File: config.mk
export PLATFORM = sky130hd
export DESIGN_NAME = touch_adc_responder
export DESIGN_NICKNAME = d
export VERILOG_FILES = /design/src/rtl/touch_adc_responder.sv
export SDC_FILE = /design/constraint.sdc
export NUM_CORES = 1
export LEC_CHECK = 0
export CORE_AREA = 10 10 89 91
export DETAILED_ROUTE_END_ITERATION = 16
export DIE_AREA = 0 0 99 101
export PLACE_DENSITY_LB_ADDON = 0.08
export SYNTH_ARGS = -nofsm -noshare
export SYNTH_HDL_FRONTEND = slang
export SYNTH_SLANG_ARGS = --single-unit
File: constraint.sdc
create_clock -name cclk -period 4.61 [get_ports cclk]
set_input_delay 0.461 -clock cclk [delete_from_list [all_inputs] [get_ports cclk]]
set_output_delay 0.461 -clock cclk [all_outputs]
set_load 0.02 [all_outputs]
File: src/rtl/touch_adc_responder.sv
`timescale 1ns/1ps
`default_nettype none
// +--------------------------------------------------------------------------+
// | touch_adc_responder : serial touch-ADC slave (8-bit command, busy, 12-bit |
// | result), all pins synchronized into the cclk domain.  Revision: 1.0       |
// +--------------------------------------------------------------------------+
module touch_adc_responder #(
  parameter int BUSY_CLKS = 1
) (
  input  logic        cclk,
  input  logic        rstb,
  input  logic        touch_csb,
  input  logic        touch_clk,
  input  logic        data_in,
  output logic        data_out,
  output logic        touch_busy,
  input  logic [11:0] x_val,
  input  logic [11:0] y_val,
  input  logic [11:0] z_val,
  output logic        cmd_strobe,
  output logic [7:0]  last_cmd,
  output logic        bad_chan
);

  localparam logic [1:0] ST_IDLE = 2'd0;
  localparam logic [1:0] ST_CMD  = 2'd1;
  localparam logic [1:0] ST_BUSY = 2'd2;
  localparam logic [1:0] ST_DATA = 2'd3;

  localparam logic [2:0] BUSY_LAST = 3'(BUSY_CLKS);

  // Stage [0] is the first flop; edges compare stage [1] against stage [2].
  logic [1:0]  csb_sync_q;
  logic [2:0]  sclk_sync_q;
  logic [1:0]  din_sync_q;

  logic [1:0]  state_q,    state_d;
  logic [6:0]  shift_q,    shift_d;
  logic [3:0]  bit_cnt_q,  bit_cnt_d;
  logic [2:0]  busy_cnt_q, busy_cnt_d;
  logic [3:0]  idx_q,      idx_d;
  logic [11:0] result_q,   result_d;
  logic        dout_q,     dout_d;
  logic        busy_q,     busy_d;
  logic        strobe_q,   strobe_d;
  logic [7:0]  last_cmd_q, last_cmd_d;
  logic        bad_q,      bad_d;

  logic        w_csb_hi;
  logic        w_din;
  logic        w_rise;
  logic        w_fall;
  logic [7:0]  w_cmd_next;
  logic        w_next_bad;
  logic [11:0] w_sel_val;
  logic [3:0]  w_idx_dn;

  always_ff @(posedge cclk or negedge rstb) begin
    if (!rstb) begin
      csb_sync_q  <= 2'b11;
      sclk_sync_q <= 3'b000;
      din_sync_q  <= 2'b00;
    end else begin
      csb_sync_q  <= {csb_sync_q[0], touch_csb};
      sclk_sync_q <= {sclk_sync_q[1:0], touch_clk};
      din_sync_q  <= {din_sync_q[0], data_in};
    end
  end

  assign w_csb_hi   = csb_sync_q[1];
  assign w_din      = din_sync_q[1];
  assign w_rise     = sclk_sync_q[1] & ~sclk_sync_q[2];
  assign w_fall     = ~sclk_sync_q[1] & sclk_sync_q[2];
  assign w_cmd_next = {shift_q, w_din};
  assign w_idx_dn   = idx_q - 4'd1;

  always_comb begin
    w_next_bad = 1'b1;
    case (w_cmd_next[6:4])
      3'b101, 3'b001, 3'b011: w_next_bad = 1'b0;
      default:                w_next_bad = 1'b1;
    endcase
  end

  always_comb begin
    w_sel_val = 12'h000;
    case (last_cmd_q[6:4])
      3'b101:  w_sel_val = x_val;
      3'b001:  w_sel_val = y_val;
      3'b011:  w_sel_val = z_val;
      default: w_sel_val = 12'h000;
    endcase
  end

  always_comb begin
    state_d    = state_q;
    shift_d    = shift_q;
    bit_cnt_d  = bit_cnt_q;
    busy_cnt_d = busy_cnt_q;
    idx_d      = idx_q;
    result_d   = result_q;
    dout_d     = dout_q;
    busy_d     = busy_q;
    strobe_d   = 1'b0;
    last_cmd_d = last_cmd_q;
    bad_d      = bad_q;

    // Deselect overrides any edge seen in the same cycle.
    if (w_csb_hi) begin
      state_d    = ST_IDLE;
      busy_d     = 1'b0;
      dout_d     = 1'b0;
      bit_cnt_d  = 4'd0;
      busy_cnt_d = 3'd0;
      idx_d      = 4'd0;
    end else begin
      case (state_q)
        ST_IDLE: begin
          if (w_rise && w_din) begin
            shift_d   = 7'h01;
            bit_cnt_d = 4'd1;
            state_d   = ST_CMD;
          end
        end
        ST_CMD: begin
          if (w_rise) begin
            shift_d = w_cmd_next[6:0];
            if (bit_cnt_q == 4'd7) begin
              last_cmd_d = w_cmd_next;
              bad_d      = w_next_bad;
              strobe_d   = 1'b1;
              bit_cnt_d  = 4'd0;
              busy_cnt_d = 3'd0;
              state_d    = ST_BUSY;
            end else begin
              bit_cnt_d = bit_cnt_q + 4'd1;
            end
          end
        end
        ST_BUSY: begin
          if (w_fall) begin
            if (busy_cnt_q == 3'd0) begin
              busy_d     = 1'b1;
              result_d   = w_sel_val;
              busy_cnt_d = 3'd1;
            end else if (busy_cnt_q == BUSY_LAST) begin
              busy_d  = 1'b0;
              dout_d  = result_q[11];
              idx_d   = 4'd11;
              state_d = ST_DATA;
            end else begin
              busy_cnt_d = busy_cnt_q + 3'd1;
            end
          end
        end
        ST_DATA: begin
          if (w_fall) begin
            if (idx_q == 4'd0) begin
              dout_d  = 1'b0;
              state_d = ST_IDLE;
            end else begin
              idx_d  = w_idx_dn;
              dout_d = result_q[w_idx_dn];
            end
          end
        end
        default: state_d = ST_IDLE;
      endcase
    end
  end

  always_ff @(posedge cclk or negedge rstb) begin
    if (!rstb) begin
      state_q    <= ST_IDLE;
      shift_q    <= 7'h00;
      bit_cnt_q  <= 4'd0;
      busy_cnt_q <= 3'd0;
      idx_q      <= 4'd0;
      result_q   <= 12'h000;
      dout_q     <= 1'b0;
      busy_q     <= 1'b0;
      strobe_q   <= 1'b0;
      last_cmd_q <= 8'h00;
      bad_q      <= 1'b0;
    end else begin
      state_q    <= state_d;
      shift_q    <= shift_d;
      bit_cnt_q  <= bit_cnt_d;
      busy_cnt_q <= busy_cnt_d;
      idx_q      <= idx_d;
      result_q   <= result_d;
      dout_q     <= dout_d;
      busy_q     <= busy_d;
      strobe_q   <= strobe_d;
      last_cmd_q <= last_cmd_d;
      bad_q      <= bad_d;
    end
  end

  assign data_out   = dout_q;
  assign touch_busy = busy_q;
  assign cmd_strobe = strobe_q;
  assign last_cmd   = last_cmd_q;
  assign bad_chan   = bad_q;

endmodule
`default_nettype wire

---- After elaboration in Yosys (flattened, before gate mapping) ----
Cells that the tools add are included.
storage, ports and cells
  flip-flop bits (word level) ............. 51
  bits in latches ......................... 0
  bits in writable memories ............... 0
  bits in read-only memories .............. 0
  bits of input ports ..................... 41
  output and inout bits ................... 12
  word-level logic and storage cells ...... 119
  memories ................................ 0
cells by class
  $add $sub $neg .......................... 3
  multipliers ............................. 0
  divide/modulo/power cells ............... 0
  order comparisons ....................... 1
  equal/unequal tests ..................... 23
  shifts and indexed selects .............. 0
  mux-type cells .......................... 52
  bitwise gates (word level) .............. 5
  reductions and logical operators ........ 21
operator list
  operator               number
  $mux W4                10
  $pmux W12 S3           1
  $ne A3 B3 Y1 const B   9
  $mux W2                9
  $mux W3                6
  $mux W1                17
  $pmux W4 S2            2
  $mux W7                2
  $pmux W7 S2            1
  $reduce_and A4 Y1      3
  $reduce_bool A3 Y1     4
  $reduce_and A5 Y1      2
  $eq A3 B1 Y1 const B   3
  $pmux W2 S4            1
  $reduce_and A8 Y1      1
  $eq A3 B2 Y1 const B   2
  $eq A3 B3 Y1 const B   2
  $pmux W3 S2            1
  $reduce_and A3 Y1      2
  $reduce_and A6 Y1      1
  $reduce_bool A2 Y1     3
  $lt A4 B5 Y1 const B   1
  $add A4 B1 Y4 const B  1
  $bmux W1 S4            1
  15 further kinds       20

---- Depth between registers and ports, before layout ----
  word-level depth ........................ 7
  depth in mapped cells ................... 7
  mapped depth without buffers ............ 6

---- Worst setup path after synthesis ----
No wires, ideal clock.
  kind .................................... register to register
  start point ............................. register busy_cnt_q[0]
  end point ............................... register idx_q[3]
  setup time .............................. 0.137 ns
  arrival ................................. 1.895 ns
  required time ........................... 4.473 ns
  slack ................................... 2.579 ns
  stages on the path, launching flop included .. 8
  buffers on the path ..................... 1
  clock period less this slack ............ 2.031 ns
  cell sequence ........................... dfrtp_1 > inv_1 > ha_1 > or3b_1 > buf_6 > a2111oi_4 > and4_1 > nor4_2
between the ends
  cells in the longest elaborated chain, start to end .. 3
  elaborated cells on any way between the ends .. 5
  classes of those cells .................. eq/ne (3); reduce/logical (2)
RTL lines
  item                                              RTL line  RTL
  from (decl)                                       40        logic [2:0] busy_cnt_q, busy_cnt_d;
  from (signal assigned)                            189       busy_cnt_q <= busy_cnt_d;
  $eq A3 B1 Y1 or $logic_not A3 Y1 (tied branches)  146, 142
  $ne A3 B3 Y1 (no line)                            -
  $reduce_and A6 Y1 (no line) *                     -
  to (signal assigned)                              190       idx_q <= idx_d;
  to (decl)                                         41        logic [3:0] idx_q, idx_d;
Every way passes the cells marked *; elsewhere a longest branch is shown, timed or not.
A chain may end at the register's enable or synchronous reset.

---- Worst setup path after layout ----
  start point ............................. register state_q[0]
  end point ............................... register result_q[10]
between the ends
  cells in the longest elaborated chain, start to end .. 2
RTL lines
  item                         RTL line  RTL
  from (decl)                  37        logic [1:0] state_q, state_d;
  from (signal assigned)       186       state_q <= state_d;
  $eq A2 B2 Y1                 117       case (state_q)
  $reduce_and A4 Y1 (no line)  -
  to (signal assigned)         191       result_q <= result_d;
  to (decl)                    42        logic [11:0] result_q, result_d;
No other way between the ends.

==> impl_metrics.toml <==
[run_status]
status = "completed"

[setup_path]
reg2regPathDepth = 6
path_cells = "inv_1 > ha_1 > and4bb_2 > nand3b_1 > nor2_1 > a22o_1"
r2r_start = "state_q[0]"
crit_path_max_fanout = 14
path_depth = 6
cp.arrival_ns = 2.98
cp_num_buf_inv = 1
critPathLaunchType = "flop"
cp_slowest_cell = "nor2_1"
max_stage_delay_ns = 0.71
cp.required_ns = 4.85
reg2reg_setup_slack_ns = 1.87
worstSetupEndpointType = "flop"
path_delay_family = "simple AND/OR/NAND/NOR gates"
crit_path_start = "state_q[0]"
worstSetupPathType = "reg -> reg"

[floorplan]
ios = 53
num_rows = 29
fp.dieH_um = 101
core_area_um2 = 6200
die_area_um2 = 10000
initial_core_util = 0.458
fp.dieW_um = 99

[synth]
synth_edf_count = 0
synth_warnings = 0
synth_top_area_frac = 0.432
syn-num-nets = 327
ys_types = 57
synth_ff_type = "dfrtp_1"
syn-cell-area_um2 = 2840
synth_cells = 276
seq_area_frac_synth = 0.450
yosys.area.top_type = "dfrtp_1"
syn_area_per_cell_um2 = 10.3
synthArstFlopShare = 1.00
synth_seq_cells = 51
synthTopCellsByArea = "dfrtp_1 43%, o21ai_0 4.8%, mux2i_1 4.6%"

[detailed_routing]
via_per_inst = 5.56
dr_wl_met3_um = 511
wl_met2_um = 2560
drtIter0Drc = 72
drt-total-wl_um = 6100
first_pass_iters = 5
wire_per_inst_um = 15.3
met1Wirelength_um = 2920
drtAntennaViolNets = 0
top_layer_used = "met4"
drc = 0
num_vias = 2212

[pwr]
power_density_nw_per_um2 = 294
p_leak_nw = 1.42
peakVddDrop_v = 0.000143
finalPower_mw = 1.03

[cts]
clock-sinks = 51
ctsHtreeMaxLevel = 2
cts_resized = 0
clockBufferDepth = 2
path_clk_slew_ns = 0.10
cts_tree = "done"
clkLatencyLatePin_ns = 0.31
postCtsSetupBuffers = 0
hold_buffers = 0
cts_made_buffers = 5
root_buffer = "clkbuf_8"

[global_route]
antenna_found_initial = 0
grt_overflow = 0
grt_pass1_wl_um = 10400
grt_max_degree = 52
grt_usage = 0.123
grt_pass1_vias = 2223

[sta]
rsz0062_at_grt = "no"
setup_ws_ns = 1.87
finalCritPeriodShare = 0.594
tightest_slew_ns = 1.03
hold_slack_ns = 0.239
timing.setup.tns_ns = 0
finalMaxSlewViolations = 0
fin_crit_ns = 2.74
finalSetupViolCount = 0
max_freq_mhz = 365
worst_clock_skew_ns = 0.00816
final_hold_viol_count = 0
relSlewSlack = 0.308

[placement]
gp_congestion = 0.810
hpwlAfterDp_um = 4600
placed_area_um2 = 3390
port_buffers = 52
pre_cts_slack_ns = 1.89

[final_layout]
fin_area_um2 = 3500
area_delta_synth_final_pct = 23.3
antenna_cells = 0
fin_nets = 371
fillCellCount = 564
drive_gt1_frac = 0.109

[run]
drv_cap = 0

[worst_hold_path]
hp-class = "in -> async"
-- worst reg2reg max path: stages (launching register included) --
cell and delay [ns]:
dfrtp_1 0.43, inv_1 0.11, ha_1 0.48, and4bb_2 0.33, nand3b_1 0.36, nor2_1 0.72
a22o_1 0.24
-- routing by layer --
metal	track usage	vias up
li1	-	1099
met1	0.154	1043
met2	0.185	60
met3	0.0494	10
met4	0.0496	0
met5	0	-
-- area by class of cell --
class,count,area [um2],share of cell area
clock buffer,6,72.6,0.0207
clock inverter,2,38.8,0.0111
inverter,15,56.3,0.0161
multi-input combinational,193,1430,0.408
sequential,51,1280,0.365
tap,77,96.3,0.0275
timing repair buffer,54,531,0.152
-- flip-flops by register name, summed over array words and instances (netlist names) --
signal       flops
state_q          2
busy_cnt_q       3
bit_cnt_q        4
touch_busy       1
bad_chan         1
idx_q            4
din_sync_q       2
shift_q          7
last_cmd         8
data_out         1
csb_sync_q       2
cmd_strobe       1
sclk_sync_q      3
result_q        12
-- cell usage after synthesis (4+ instances only) --
master and number:
nand3_1 7, nor2b_1 5, nand2b_1 5, nor2_1 14, ha_1 10, mux2i_1 13, inv_1 15, o21ai_0 27
buf_2 4, a21oi_1 8, dfrtp_1 49, nand3b_1 4, mux2_2 8, nand2_1 20, nor3_1 5, clkbuf_1 11
o31ai_1 4, a22o_1 13
-- logic make-up (layout without fill, tap and decap cells) --
kind of cell	after synthesis	in the layout	synth area share
buffers and inverters	32	77	0.0472
AND/OR/NAND/NOR	83	83	0.167
AO/OA/AOI/OAI	75	75	0.187
multiplexers	24	24	0.101
adder cells (fa/ha/maj)	10	10	0.0441
XOR/XNOR	1	1	0.00309
flip-flops	51	51	0.450
-- power breakdown --
part	total (mW)	internal [mW]	leakage, nW	switching [mW]
sequential	0.485	0.464	0.690	0.0212
clock	0.317	0.164	0.0558	0.153
combinational	0.225	0.103	0.678	0.122
-- metrics by stage --
| stage | cells | utilization |
|---|---|---|
| finish | 398 | 0.564 |
| global route | 398 | 0.564 |
| CTS | 398 | 0.564 |
| detailed placement | 390 | 0.546 |
| global placement | 390 | 0.546 |
| floorplan | 276 | - |
-- path summary, 6_finish.rpt --
kind / endpoint
max in group asynchronous: data_out
hold / removal: bit_cnt_q[2]
setup / recovery: result_q[10]
hold reg to reg: din_sync_q[1]
min in group cclk: din_sync_q[1]
setup reg to reg: result_q[10]
-- cells in the final DEF (no fill, tap or decap), drive strengths merged, types with 5 or more instances in the layout --
master / count
a21oi: 8
mux2i: 13
mux2: 8
ha: 10
nand3: 7
a22o: 14
o21ai: 27
clkbuf: 6
nor2: 14
nor3: 5
dfrtp: 49
nor2b: 5
nand2b: 5
nand2: 20
clkdlybuf4s50: 51
inv: 16
No activity file was read; power rests on OpenSTA's default activity.
